## src/rtl/bitcnt_pkg.sv

```systemverilog
// Shared definitions for the bit-count arbiter: operand/function widths,
// function codes and the response buffer state encoding.
package bitcnt_pkg;

   localparam int FUNC_W = 3;
   localparam int DATA_W = 64;

   typedef enum logic [FUNC_W-1:0] {
      FUNC_POPCNT64 = 3'b000,
      FUNC_POPCNT32 = 3'b001,
      FUNC_CLZ64    = 3'b010,
      FUNC_CLZ32    = 3'b011,
      FUNC_CTZ64    = 3'b100,
      FUNC_CTZ32    = 3'b101
   } func_t;

   typedef enum logic {
      RSP_EMPTY = 1'b0,
      RSP_FULL  = 1'b1
   } rsp_state_t;

   // Codes 110 and 111 have no operation behind them.
   function automatic logic is_legal_func(input logic [FUNC_W-1:0] func);
      return (func != 3'b110) && (func != 3'b111);
   endfunction

endpackage

```

## src/rtl/bitcnt_rr_pick.sv

```systemverilog
// Rotating-priority picker: the search starts one past ptr and wraps, so
// the index in ptr itself has the lowest priority this cycle.
module bitcnt_rr_pick #(
   parameter int N  = 4,
   parameter int IW = 2
) (
   input  logic [N-1:0]  req,
   input  logic [IW-1:0] ptr,
   output logic [N-1:0]  grant,
   output logic [IW-1:0] grant_idx,
   output logic          grant_any
);

   always_comb begin
      grant     = '0;
      grant_idx = '0;
      grant_any = 1'b0;
      for (int k = 1; k <= N; k++) begin
         if (!grant_any && req[(int'(ptr) + k) % N]) begin
            grant_any                     = 1'b1;
            grant[(int'(ptr) + k) % N]    = 1'b1;
            grant_idx                     = IW'((int'(ptr) + k) % N);
         end
      end
   end

endmodule

```

## src/rtl/bitcnt_arbiter.sv

```systemverilog
// Round-robin sharing of one combinational bit-count unit between NREQ
// requesters, with a single-entry response register on the output side.
module bitcnt_arbiter
   import bitcnt_pkg::*;
#(
   parameter int NREQ = 4,
   parameter int IDW  = 2,
   parameter int CNTW = 32
) (
   input  logic                     clk,
   input  logic                     reset,
   input  logic [NREQ-1:0]          req_valid,
   output logic [NREQ-1:0]          req_ready,
   input  logic [NREQ*DATA_W-1:0]   req_data,
   input  logic [NREQ*FUNC_W-1:0]   req_func,
   output logic [DATA_W-1:0]        bc_din_data,
   output logic [FUNC_W-1:0]        bc_din_func,
   input  logic [DATA_W-1:0]        bc_dout_data,
   output logic                     rsp_valid,
   input  logic                     rsp_ready,
   output logic [IDW-1:0]           rsp_id,
   output logic [DATA_W-1:0]        rsp_data,
   output logic                     rsp_err,
   output logic [CNTW-1:0]          op_count
);

   rsp_state_t          state_q, state_d;
   logic                can_accept;
   logic                handshake;
   logic                func_legal;
   logic [NREQ-1:0]     grant;
   logic [IDW-1:0]      grant_idx;
   logic                grant_any;
   logic [IDW-1:0]      rr_ptr_q, rr_ptr_d;
   logic [IDW-1:0]      rsp_id_q, rsp_id_d;
   logic [DATA_W-1:0]   rsp_data_q, rsp_data_d;
   logic                rsp_err_q, rsp_err_d;
   logic [CNTW-1:0]     op_count_q, op_count_d;

   bitcnt_rr_pick #(
      .N  (NREQ),
      .IW (IDW)
   ) u_pick (
      .req       (req_valid),
      .ptr       (rr_ptr_q),
      .grant     (grant),
      .grant_idx (grant_idx),
      .grant_any (grant_any)
   );

   // The unit sees the granted operand even when the buffer stalls; it is
   // purely combinational so this costs nothing and keeps the mux simple.
   always_comb begin
      bc_din_data = '0;
      bc_din_func = '0;
      for (int i = 0; i < NREQ; i++) begin
         if (grant[i]) begin
            bc_din_data = req_data[i*DATA_W +: DATA_W];
            bc_din_func = req_func[i*FUNC_W +: FUNC_W];
         end
      end
   end

   assign func_legal = is_legal_func(bc_din_func);
   assign handshake  = grant_any && can_accept && !reset;
   assign req_ready  = (can_accept && !reset) ? grant : '0;

   always_ff @(posedge clk or posedge reset) begin
      if (reset) begin
         state_q <= RSP_EMPTY;
      end else begin
         state_q <= state_d;
      end
   end

   always_comb begin
      state_d = state_q;
      case (state_q)
         RSP_EMPTY: if (handshake)               state_d = RSP_FULL;
         RSP_FULL:  if (rsp_ready && !handshake) state_d = RSP_EMPTY;
         default:                                state_d = RSP_EMPTY;
      endcase
   end

   // A full buffer can take a new result only in the cycle it drains.
   always_comb begin
      can_accept = 1'b0;
      rsp_valid  = 1'b0;
      case (state_q)
         RSP_EMPTY: can_accept = 1'b1;
         RSP_FULL: begin
            can_accept = rsp_ready;
            rsp_valid  = 1'b1;
         end
         default: can_accept = 1'b0;
      endcase
   end

   always_comb begin
      rr_ptr_d   = rr_ptr_q;
      rsp_id_d   = rsp_id_q;
      rsp_data_d = rsp_data_q;
      rsp_err_d  = rsp_err_q;
      op_count_d = op_count_q;
      if (handshake) begin
         rr_ptr_d   = grant_idx;
         rsp_id_d   = grant_idx;
         rsp_err_d  = !func_legal;
         rsp_data_d = func_legal ? bc_dout_data : '0;
         if (op_count_q != '1) begin
            op_count_d = op_count_q + CNTW'(1);
         end
      end
   end

   always_ff @(posedge clk or posedge reset) begin
      if (reset) begin
         rr_ptr_q   <= IDW'(NREQ - 1);
         rsp_id_q   <= '0;
         rsp_data_q <= '0;
         rsp_err_q  <= 1'b0;
         op_count_q <= '0;
      end else begin
         rr_ptr_q   <= rr_ptr_d;
         rsp_id_q   <= rsp_id_d;
         rsp_data_q <= rsp_data_d;
         rsp_err_q  <= rsp_err_d;
         op_count_q <= op_count_d;
      end
   end

   assign rsp_id   = rsp_id_q;
   assign rsp_data = rsp_data_q;
   assign rsp_err  = rsp_err_q;
   assign op_count = op_count_q;

endmodule

```

## config.mk

```make
export PLATFORM = sky130hd
export DESIGN_NAME = bitcnt_arbiter
export DESIGN_NICKNAME = d
export VERILOG_FILES = /design/src/rtl/bitcnt_pkg.sv /design/src/rtl/bitcnt_rr_pick.sv /design/src/rtl/bitcnt_arbiter.sv
export SDC_FILE = /design/constraint.sdc
export NUM_CORES = 1
export LEC_CHECK = 0
export CAP_MARGIN = 20
export CORE_AREA = 3 3 198 200
export DETAILED_ROUTE_END_ITERATION = 16
export DIE_AREA = 0 0 201 203
export DONT_BUFFER_PORTS = 1
export GPL_TIMING_DRIVEN = 0
export SYNTH_ARGS = -nofsm -noshare
export SYNTH_HDL_FRONTEND = slang
export SYNTH_HIERARCHICAL = 1
export SYNTH_SLANG_ARGS = --single-unit
export TNS_END_PERCENT = 1
```

## constraint.sdc

```tcl
create_clock -name clk -period 8.03 [get_ports clk]
set_input_delay 0 -clock clk [delete_from_list [all_inputs] [get_ports clk]]
set_output_delay 0 -clock clk [all_outputs]
set_load 0.05 [all_outputs]
```

==> results of run 1 <==
per-layer routing:
| metal | wire length (um) | vias up |
|---|---|---|
| met4 | 943 | 4 |
| met3 | 4483 | 47 |
| met2 | 21000 | 461 |
| li1 | - | 3474 |
| met5 | 27 | - |
| met1 | 14530 | 3806 |
per-stage QoR:
| stage | hold slack (ps) | area, sq um |
|---|---|---|
| floorplan | 136.0 | 6855 |
| global placement | 142.6 | 7495 |
| detailed placement | 12.60 | 7767 |
| CTS | 15.99 | 8715 |
| global route | 58.92 | 8742 |
| finish | 28.74 | 8752 |
worst paths after layout:
kind | cells past startpoint | slack (ps) | end | start
worst max register to register | 17 | 2530 | rsp_data[63]$_DFFE_PP0P_ | rr_ptr_q[0]$_DFFE_PP1P_
worst min-delay path | 2 | 30 | state_q$_DFF_PP0_ | rsp_ready
worst min register to register | 2 | 530 | rr_ptr_q[0]$_DFFE_PP1P_ | rr_ptr_q[0]$_DFFE_PP1P_
max in group asynchronous | 3 | 7040 | rsp_data[36]$_DFFE_PP0P_ | reset
worst max-delay path | 17 | 1870 | bc_din_data[35] | rr_ptr_q[0]$_DFFE_PP1P_
min in group asynchronous | 2 | 270 | rsp_data[2]$_DFFE_PP0P_ | reset
placed cells by master (no fill, tap or decap), types with 4 or more instances in the layout:
cell / Yosys / final
nor2b_1: 5 / 5
dlygate4sd3_1: 0 / 65
buf_6: 3 / 25
o21ai_0: 131 / 66
o21ai_1: 0 / 63
nor2_1: 86 / 86
ha_1: 9 / 9
xnor2_1: 15 / 15
dfrtp_1: 100 / 100
clkbuf_1: 63 / 63
and3_1: 6 / 6
nor3_1: 7 / 7
a31oi_1: 5 / 5
diode_2: 0 / 6
inv_1: 11 / 10
nand3_1: 15 / 15
buf_1: 7 / 7
nand4_1: 24 / 24
xor2_1: 15 / 15
clkbuf_16: 0 / 9
o31ai_1: 6 / 4
or3_1: 5 / 5
a2111o_1: 4 / 4
nand2_1: 228 / 228
a21oi_1: 72 / 72
a22oi_1: 64 / 64
cells by family after synthesis:
family / Yosys count / share of synthesized area, %
multiplexers: 8 / 1.588
XOR/XNOR: 30 / 3.833
buffers and inverters: 87 / 5.147
AND/OR/NAND/NOR: 402 / 25.53
flip-flops: 102 / 37.27
AO/OA/AOI/OAI: 293 / 24.99
adder cells (fa/ha/maj): 9 / 1.643
sequential cells by signal (all words and copies together) (netlist names):
signal,flops
op_count,32
rr_ptr_q,2
rsp_data,64
state_q,1
rsp_id,2
rsp_err,1
final cells by class:
cell class              instances  area [sq um]
clock inverters                 7         71.32
diodes                          6         15.01
well taps                     511         639.4
inverters                      11         43.79
repair buffers                 88         925.9
clock buffers                   9         225.2
flip-flops and latches        102          2555
fillers                      4134         28830
multi-input cells             742          3965
plain buffers                  76         311.5
timing repair:
action / in CTS / in global routing
hold buffers: 65 / 0
setup buffers: 0 / 0
hold endpoints to repair: 107 / 0
==> metrics.cfg, run 1 <==
[die]
die-area_sq_mm = 0.04080
num_io_pins = 510
fp-row-count = 71
die_w_um = 201
start_util_pct = 18.24
core_sq_mm = 0.03758
dieHeight_um = 203

[timing]
slew_viol_final = 0
finalHoldViolations = 0
finalSetupViolCount = 0
tightest_slew_ps = 1186
max_freq_mhz = 162.3
setup_slack_ps = 1867
period_share_pct = 76.75
fin_crit_ps = 6163
setup_tns_ps = 0
fin_skew_ps = 9.601
slew_headroom_pct = 20.41
rsz0062_at_grt = false

[worst_hold_path]
hold_class = input pin to register

[outcome]
status = completed

[global_route]
grtUsageMet1_pct = 19.82
grtUsageMet2_pct = 35.07
first_global_vias = 7735
antenna_found_initial = 12
grt_pass1_wl_um = 56660
grt_overflow = 0
busiest_layer = met2
use_met3_pct = 8.369
grt_usage_pct = 19.00
grt_max_degree = 61

[cells_and_area]
area_growth_syn_to_layout_pct = 27.67
utilization_pct = 23.29
stdcell_count = 1552
num-nets-final = 1378
drive_gt1_share_pct = 6.570

[logic_synthesis]
synth_area_sq_mm = 0.006855
yosysTopAreaCellShare_pct = 36.50
async_flop_share_pct = 100.0
synth_top_area_cell = dfrtp_1
synthDistinctLibCells = 49
ys_ff_latch = 102
yosysSeqAreaShare_pct = 37.27
synth.area.top_cells = dfrtp_1, nand2_1, o21ai_0
synth-edff-count = 0
yosysMostFrequentCell = nand2_1
yosysWarnings = 6
synth_commonest_cells = nand2_1, o21ai_0, dfrtp_1
syn-num-nets = 1279
synthFlopType = dfrtp_1
syn-mean-instance-area_sq_um = 7.363
synth_cells = 931

[worst_setup_path]
critPathTopFamily = buffers and inverters
path_cells = buf_6, buf_2, inv_1, ha_1, clkbuf_1, inv_1, a31oi_1, o31ai_1, or3_1, clkbuf_1, nor2b_1, clkbuf_1, clkbuf_1, a22oi_1, nor2_1, a21oi_1, o21ai_1
path_class = register to output pin
endpoint_kind = output pin
critPathBufInv = 8
path_max_fanout = 10
path_common_cell = clkbuf_1
critPathLaunchType = register
slowest_delay_ps = 800
required_ps = 8030
cp.arrival_ps = 6160
cp_slowest_cell = o21ai_1

[placed_design]
dp_cells = 1463
io_buffers = 0
gp_congestion = 1.051
hpwlAfterDp_um = 34440
dp_slack_ps = 2219

[clock_network]
h-tree-depth = 3
numCtsBuffers = 9
numClockSinks = 102
ctsResizeCount = 0
insertion_delay_ps = 360
cts-root-buf = clkbuf_16
tritoncts = built
clkTransAtPathRegs_ps = 80
clock_path_buffers = 2

[routing]
drc = 0
drt_pass1_iterations = 5
wl_per_cell_um = 26.41
drt_iter0_drc = 656
final_antenna_net_count = 0
wl_um = 40980
viasPerCell = 5.021
vias = 7792

[flow_run]
cap_viol_max_count = 0

Power of run 1 is left out: the tool's default activity adds up to more than one toggle a clock period on the data nets, which glitch-free logic cannot reach.
==> run 2: changes to the inputs <==
ABC_AREA = 1   (was not set)
CORE_AREA = 3 3 195 197   (was 3 3 198 200)
DIE_AREA = 0 0 198 200   (was 0 0 201 203)
clock period = 4.96 ns   (was 8.03 ns; I/O delays follow)
==> run 2 against run 1 <==
Against the previous run: synthesized area up 9.4%; clock skew increased by 1.7 ps; core utilization rose by 2.2 points; die area fell by 2.9%; first-iteration DRC count rose by 15%; sequential share of layout area down 1.7 points; count of clock-buffer cells in the layout is 1 higher; critical path type unchanged.
==> metrics.cfg, run 2 <==
[worst_setup_path]
crit_path_start = rr_ptr_q[1]$_DFFE_PP1P_
path_common_cell = clkbuf_1
slowest_delay_ps = 730
rr_worst_depth = 18
regToRegSetupSlack_ps = 280
endpoint_kind = output pin
cp.arrival_ps = 4830
path_class = register to output pin
r2r_start = rr_ptr_q[1]$_DFFE_PP1P_
cp_slowest_cell = clkbuf_1
path_max_fanout = 10
path_cells = inv_1, ha_1, inv_2, nand3_4, nand2_4, nor2_4, buf_6, nand4_1, nand3_1, clkbuf_1, buf_2, clkbuf_1, nand2_1, o21ai_1
required_ps = 4960
critPathLaunchType = register

[global_route]
grt_max_degree = 63
grt_usage_pct = 18.58
antenna_found_initial = 18
grt_pass1_wl_um = 53810
grt_overflow = 0
first_global_vias = 7981

[die]
dieHeight_um = 200
start_util_pct = 20.58
die-area_sq_mm = 0.03960
core_sq_mm = 0.03643
die_w_um = 198
num_io_pins = 510
fp-row-count = 70

[routing]
final_antenna_net_count = 0
drt_iter0_drc = 752
vias = 8780
wl_um = 40100
viasPerCell = 4.994
drt_pass1_iterations = 6
wl_per_cell_um = 22.81
drc = 0

[clock_network]
clock_path_buffers = 2
postCtsSetupBuffers = 0
tritoncts = built
h-tree-depth = 3
clkTransAtPathRegs_ps = 70
cts-root-buf = clkbuf_16
numClockSinks = 102
insertion_delay_ps = 360
numCtsBuffers = 9

[logic_synthesis]
synth_cells = 1190
async_flop_share_pct = 100.0
synthDistinctLibCells = 30
synth.area.top_cells = dfrtp_1, nand2_1, o21ai_0
synth_commonest_cells = nand2_1, o21ai_0, nand3_1
synth_top_area_cell = dfrtp_1
yosysWarnings = 6
synth_area_sq_mm = 0.007497
syn-mean-instance-area_sq_um = 6.300
synthFlopType = dfrtp_1
syn-num-nets = 1538
yosysSeqAreaShare_pct = 34.08
yosysMostFrequentCell = nand2_1
ys_ff_latch = 102
yosysTopAreaCellShare_pct = 33.38
synth-edff-count = 0

[timing]
slew_headroom_pct = 29.36
tightest_slew_ps = 1053
rsz0062_at_grt = true
max_freq_mhz = 207.0
setup_tns_ps = 0
period_share_pct = 97.39
fin_skew_ps = 11.32
fin_crit_ps = 4830
finalSetupViolCount = 0
finalHoldViolations = 0
setup_slack_ps = 129.6
slew_viol_final = 0

[placed_design]
dp_slack_ps = 238.9
io_buffers = 0
gp_congestion = 0.9413
dp_cells = 1663
place_area_sq_mm = 0.008150
hpwlAfterDp_um = 32610

[flow_run]
cap_viol_max_count = 0

[cells_and_area]
final_common_cell = nand2_1
fillers = 3993
largest_reg_flops = 64
drive_gt1_share_pct = 9.468
num-nets-final = 1621
layout_common_cells = nand2_1, nand3_1, dfrtp_1
stdcell_area_sq_mm = 0.009301
stdcell_count = 1758
area_growth_syn_to_layout_pct = 24.07

[worst_hold_path]
hold_depth = 6
min_from = req_valid[2]
hold_class = input pin to register

[outcome]
status = completed

-- run 2: cell type report --
type	count	area, sq um	area share, %
Tap cell	468	585.6	6.295
Inverter	42	172.7	1.856
Antenna cell	12	30.03	0.3228
Timing Repair Buffer	72	737.0	7.923
Sequential cell	102	2555	27.47
Clock inverter	6	77.57	0.8340
Clock buffer	10	239.0	2.569
Multi-Input combinational cell	975	4552	48.94
Buffer	71	352.8	3.793
-- run 2: worst paths after layout --
kind	to
worst max-delay path	bc_din_data[8]
max in group asynchronous	rr_ptr_q[1]$_DFFE_PP1P_
worst min register to register	rr_ptr_q[0]$_DFFE_PP1P_
min in group asynchronous	op_count[23]$_DFFE_PP0P_
worst max register to register	rsp_data[30]$_DFFE_PP0P_
worst min-delay path	rr_ptr_q[1]$_DFFE_PP1P_
-- run 2: logic make-up (layout without fill, tap and decap cells) --
group                      Yosys count  after routing  synth area share [%]
other                                0             12                     0
and+or+nand+nor                    738            738                 41.46
buffers and inverters              113            201                 6.959
xor gates and xnor gates            13             13                 1.519
DFF                                102            102                 34.08
adders and majority gates            9              9                 1.502
AOI/OAI and AO/OA                  215            215                 14.49
-- run 2: metal layers --
metal	vias to the layer above	part of all wire, %	global-route usage (%)
li1	4026	-	-
met4	8	4.3	10.41
met5	-	0.12	0
met2	546	51	32.56
met1	4110	37	20.24
met3	90	8.4	5.421
-- run 2: repair_timing --
action                                  CTS  global route
hold buffers                             66             0
hold endpoints to repair                106             0
resized for setup                        12            24
endpoints found under the setup margin   12            39
gates cloned                              0             0
-- run 2: stage by stage --
step / utilization [%] / hold slack [ps]
floorplan: - / 137.7
global placement: 22.18 / 139.2
detailed placement: 22.37 / -27.43
CTS: 25.18 / 115.2
global route: 25.52 / 182.6
finish: 25.53 / 149.5
-- run 2: worst max-delay path, delay by kind of cell, from the launching register on --
kind / cells / cell delay, ps
fa+ha+maj: 1 / 420
flops: 1 / 640
simple gates: 6 / 580
compound gates: 1 / 600
buf+inv: 6 / 2210
Power of run 2 is left out for the same reason.
==> run 3: changes to the inputs <==
CORE_AREA = 3 3 199 201   (was 3 3 195 197)
DIE_AREA = 0 0 202 204   (was 0 0 198 200)
==> run 3 against run 2 <==
Against the previous run: register-to-register slack gained 280 ps; worst hold slack lost 14 ps; global-route usage rose by 0.059 points; fmax rose by 2.5%; design area shrank 0.82%; non-clock buffer count increased by 2; critical endpoint is now bc_din_data[37]; first-iteration DRC count shrank 2.3%; routed wire length increased by 1.4%.
==> metrics.cfg, run 3 (synthesis results as in run 2) <==
[worst_setup_path]
path_class = register to output pin
cp.arrival_ps = 4710
endpoint_kind = output pin
path_max_fanout = 10
regToRegSetupSlack_ps = 560
critPathLaunchType = register
required_ps = 4960
rr_worst_depth = 17

[routing]
drt_iter0_drc = 735
viasPerCell = 4.806
drt_pass1_iterations = 5
wl_um = 40650
final_antenna_net_count = 0
wl_per_cell_um = 22.61
drc = 0
vias = 8642

[cells_and_area]
layout_common_cells = nand2_1, nand3_1, dfrtp_1
fillers = 4171
num-nets-final = 1623
area_growth_syn_to_layout_pct = 23.05
drive_gt1_share_pct = 7.422
final_common_cell = nand2_1
largest_reg_flops = 64

[timing]
period_share_pct = 94.99
finalSetupViolCount = 0
fin_skew_ps = 7.898
slew_viol_final = 0
slew_headroom_pct = 19.60
fin_crit_ps = 4711
tightest_slew_ps = 1198
max_freq_mhz = 212.3
finalHoldViolations = 0
rsz0062_at_grt = false
setup_slack_ps = 248.6

[clock_network]
postCtsSetupBuffers = 0
clkTransAtPathRegs_ps = 70
tritoncts = built
h-tree-depth = 3
clock_path_buffers = 2
numClockSinks = 102
cts-root-buf = clkbuf_16
insertion_delay_ps = 350
numCtsBuffers = 9

[placed_design]
hpwlAfterDp_um = 33090
dp_slack_ps = -66.35
gp_congestion = 0.9763
io_buffers = 0

[die]
core_sq_mm = 0.03776
dieHeight_um = 204
num_io_pins = 510
die-area_sq_mm = 0.04121
fp-row-count = 71
start_util_pct = 19.86
die_w_um = 202

[worst_hold_path]
hold_depth = 6
hold_class = input pin to register

[outcome]
status = completed

[global_route]
grt_overflow = 0
antenna_found_initial = 9
first_global_vias = 8411
grt_max_degree = 61
grt_usage_pct = 18.64
grt_pass1_wl_um = 56910

[flow_run]
cap_viol_max_count = 0

run 3: cell count changes in the layout (fill, tap and decap cells not counted), sizes merged:
cell | previous run | this run
clkinvlp | 1 | 2
bufinv | 1 | 0
clkinv | 2 | 1
buf | 30 | 33
inv | 44 | 45
diode | 12 | 7
clkbuf | 57 | 56
run 3: final timing paths:
kind | endpoint | from
min | rr_ptr_q[1]$_DFFE_PP1P_ | req_valid[2]
max | bc_din_data[37] | rr_ptr_q[1]$_DFFE_PP1P_
min reg2reg | rr_ptr_q[0]$_DFFE_PP1P_ | rr_ptr_q[0]$_DFFE_PP1P_
max reg2reg | rsp_data[35]$_DFFE_PP0P_ | rr_ptr_q[1]$_DFFE_PP1P_
min in group asynchronous | rsp_data[42]$_DFFE_PP0P_ | reset
max in group asynchronous | rr_ptr_q[1]$_DFFE_PP1P_ | reset
run 3: layout make-up:
class	instances	area (sq um)	share of cell area (%)
multi-input cells	975	4437	48.09
flip-flops and latches	102	2555	27.70
repair buffers	75	763.2	8.273
well taps	511	639.4	6.931
plain buffers	70	349.1	3.784
clock buffers	10	239.0	2.591
inverters	42	172.7	1.872
clock inverters	6	52.55	0.5696
diodes	7	17.52	0.1899
run 3: layer usage:
layer / up-vias / track usage, % / wire (um)
met1: 4070 / 21.26 / 15400
met5: - / 0 / 0
met4: 0 / 8.423 / 1810
met3: 69 / 4.826 / 3165
met2: 494 / 32.81 / 20270
li1: 4009 / - / -
run 3: critical path, stage by stage (launching register included):
cell	delay, ps
dfstp_2	640
inv_1	190
ha_1	450
inv_2	100
nand3_4	130
nand2_4	80
nor2_4	140
buf_6	140
nand4_1	80
nand3_1	290
buf_2	390
clkbuf_1	510
a21oi_1	230
nand2_1	110
o21ai_0	80
o21ai_1	790
run 3: repair_timing:
| item | 4_1_cts | 5_1_grt |
|---|---|---|
| endpoints found under the setup margin | 59 | 16 |
| hold buffers | 66 | 0 |
| endpoints found under the hold margin | 108 | 0 |
| gates resized for setup | 2 | 5 |
run 3: through the flow:
stage	utilization, %	setup TNS, ps	std cells	hold slack [ps]	area (sq um)
after floorplan	-	0	1190	137.7	7497
after global placement	21.55	-48680	1701	139.7	8137
after detailed placement	21.77	-499.8	1708	-11.59	8219
after CTS	24.30	0	1789	105.3	9175
after global routing	24.43	0	1798	170.6	9225
final	24.43	0	1798	135.5	9225
Power of run 3 is left out for the same reason.
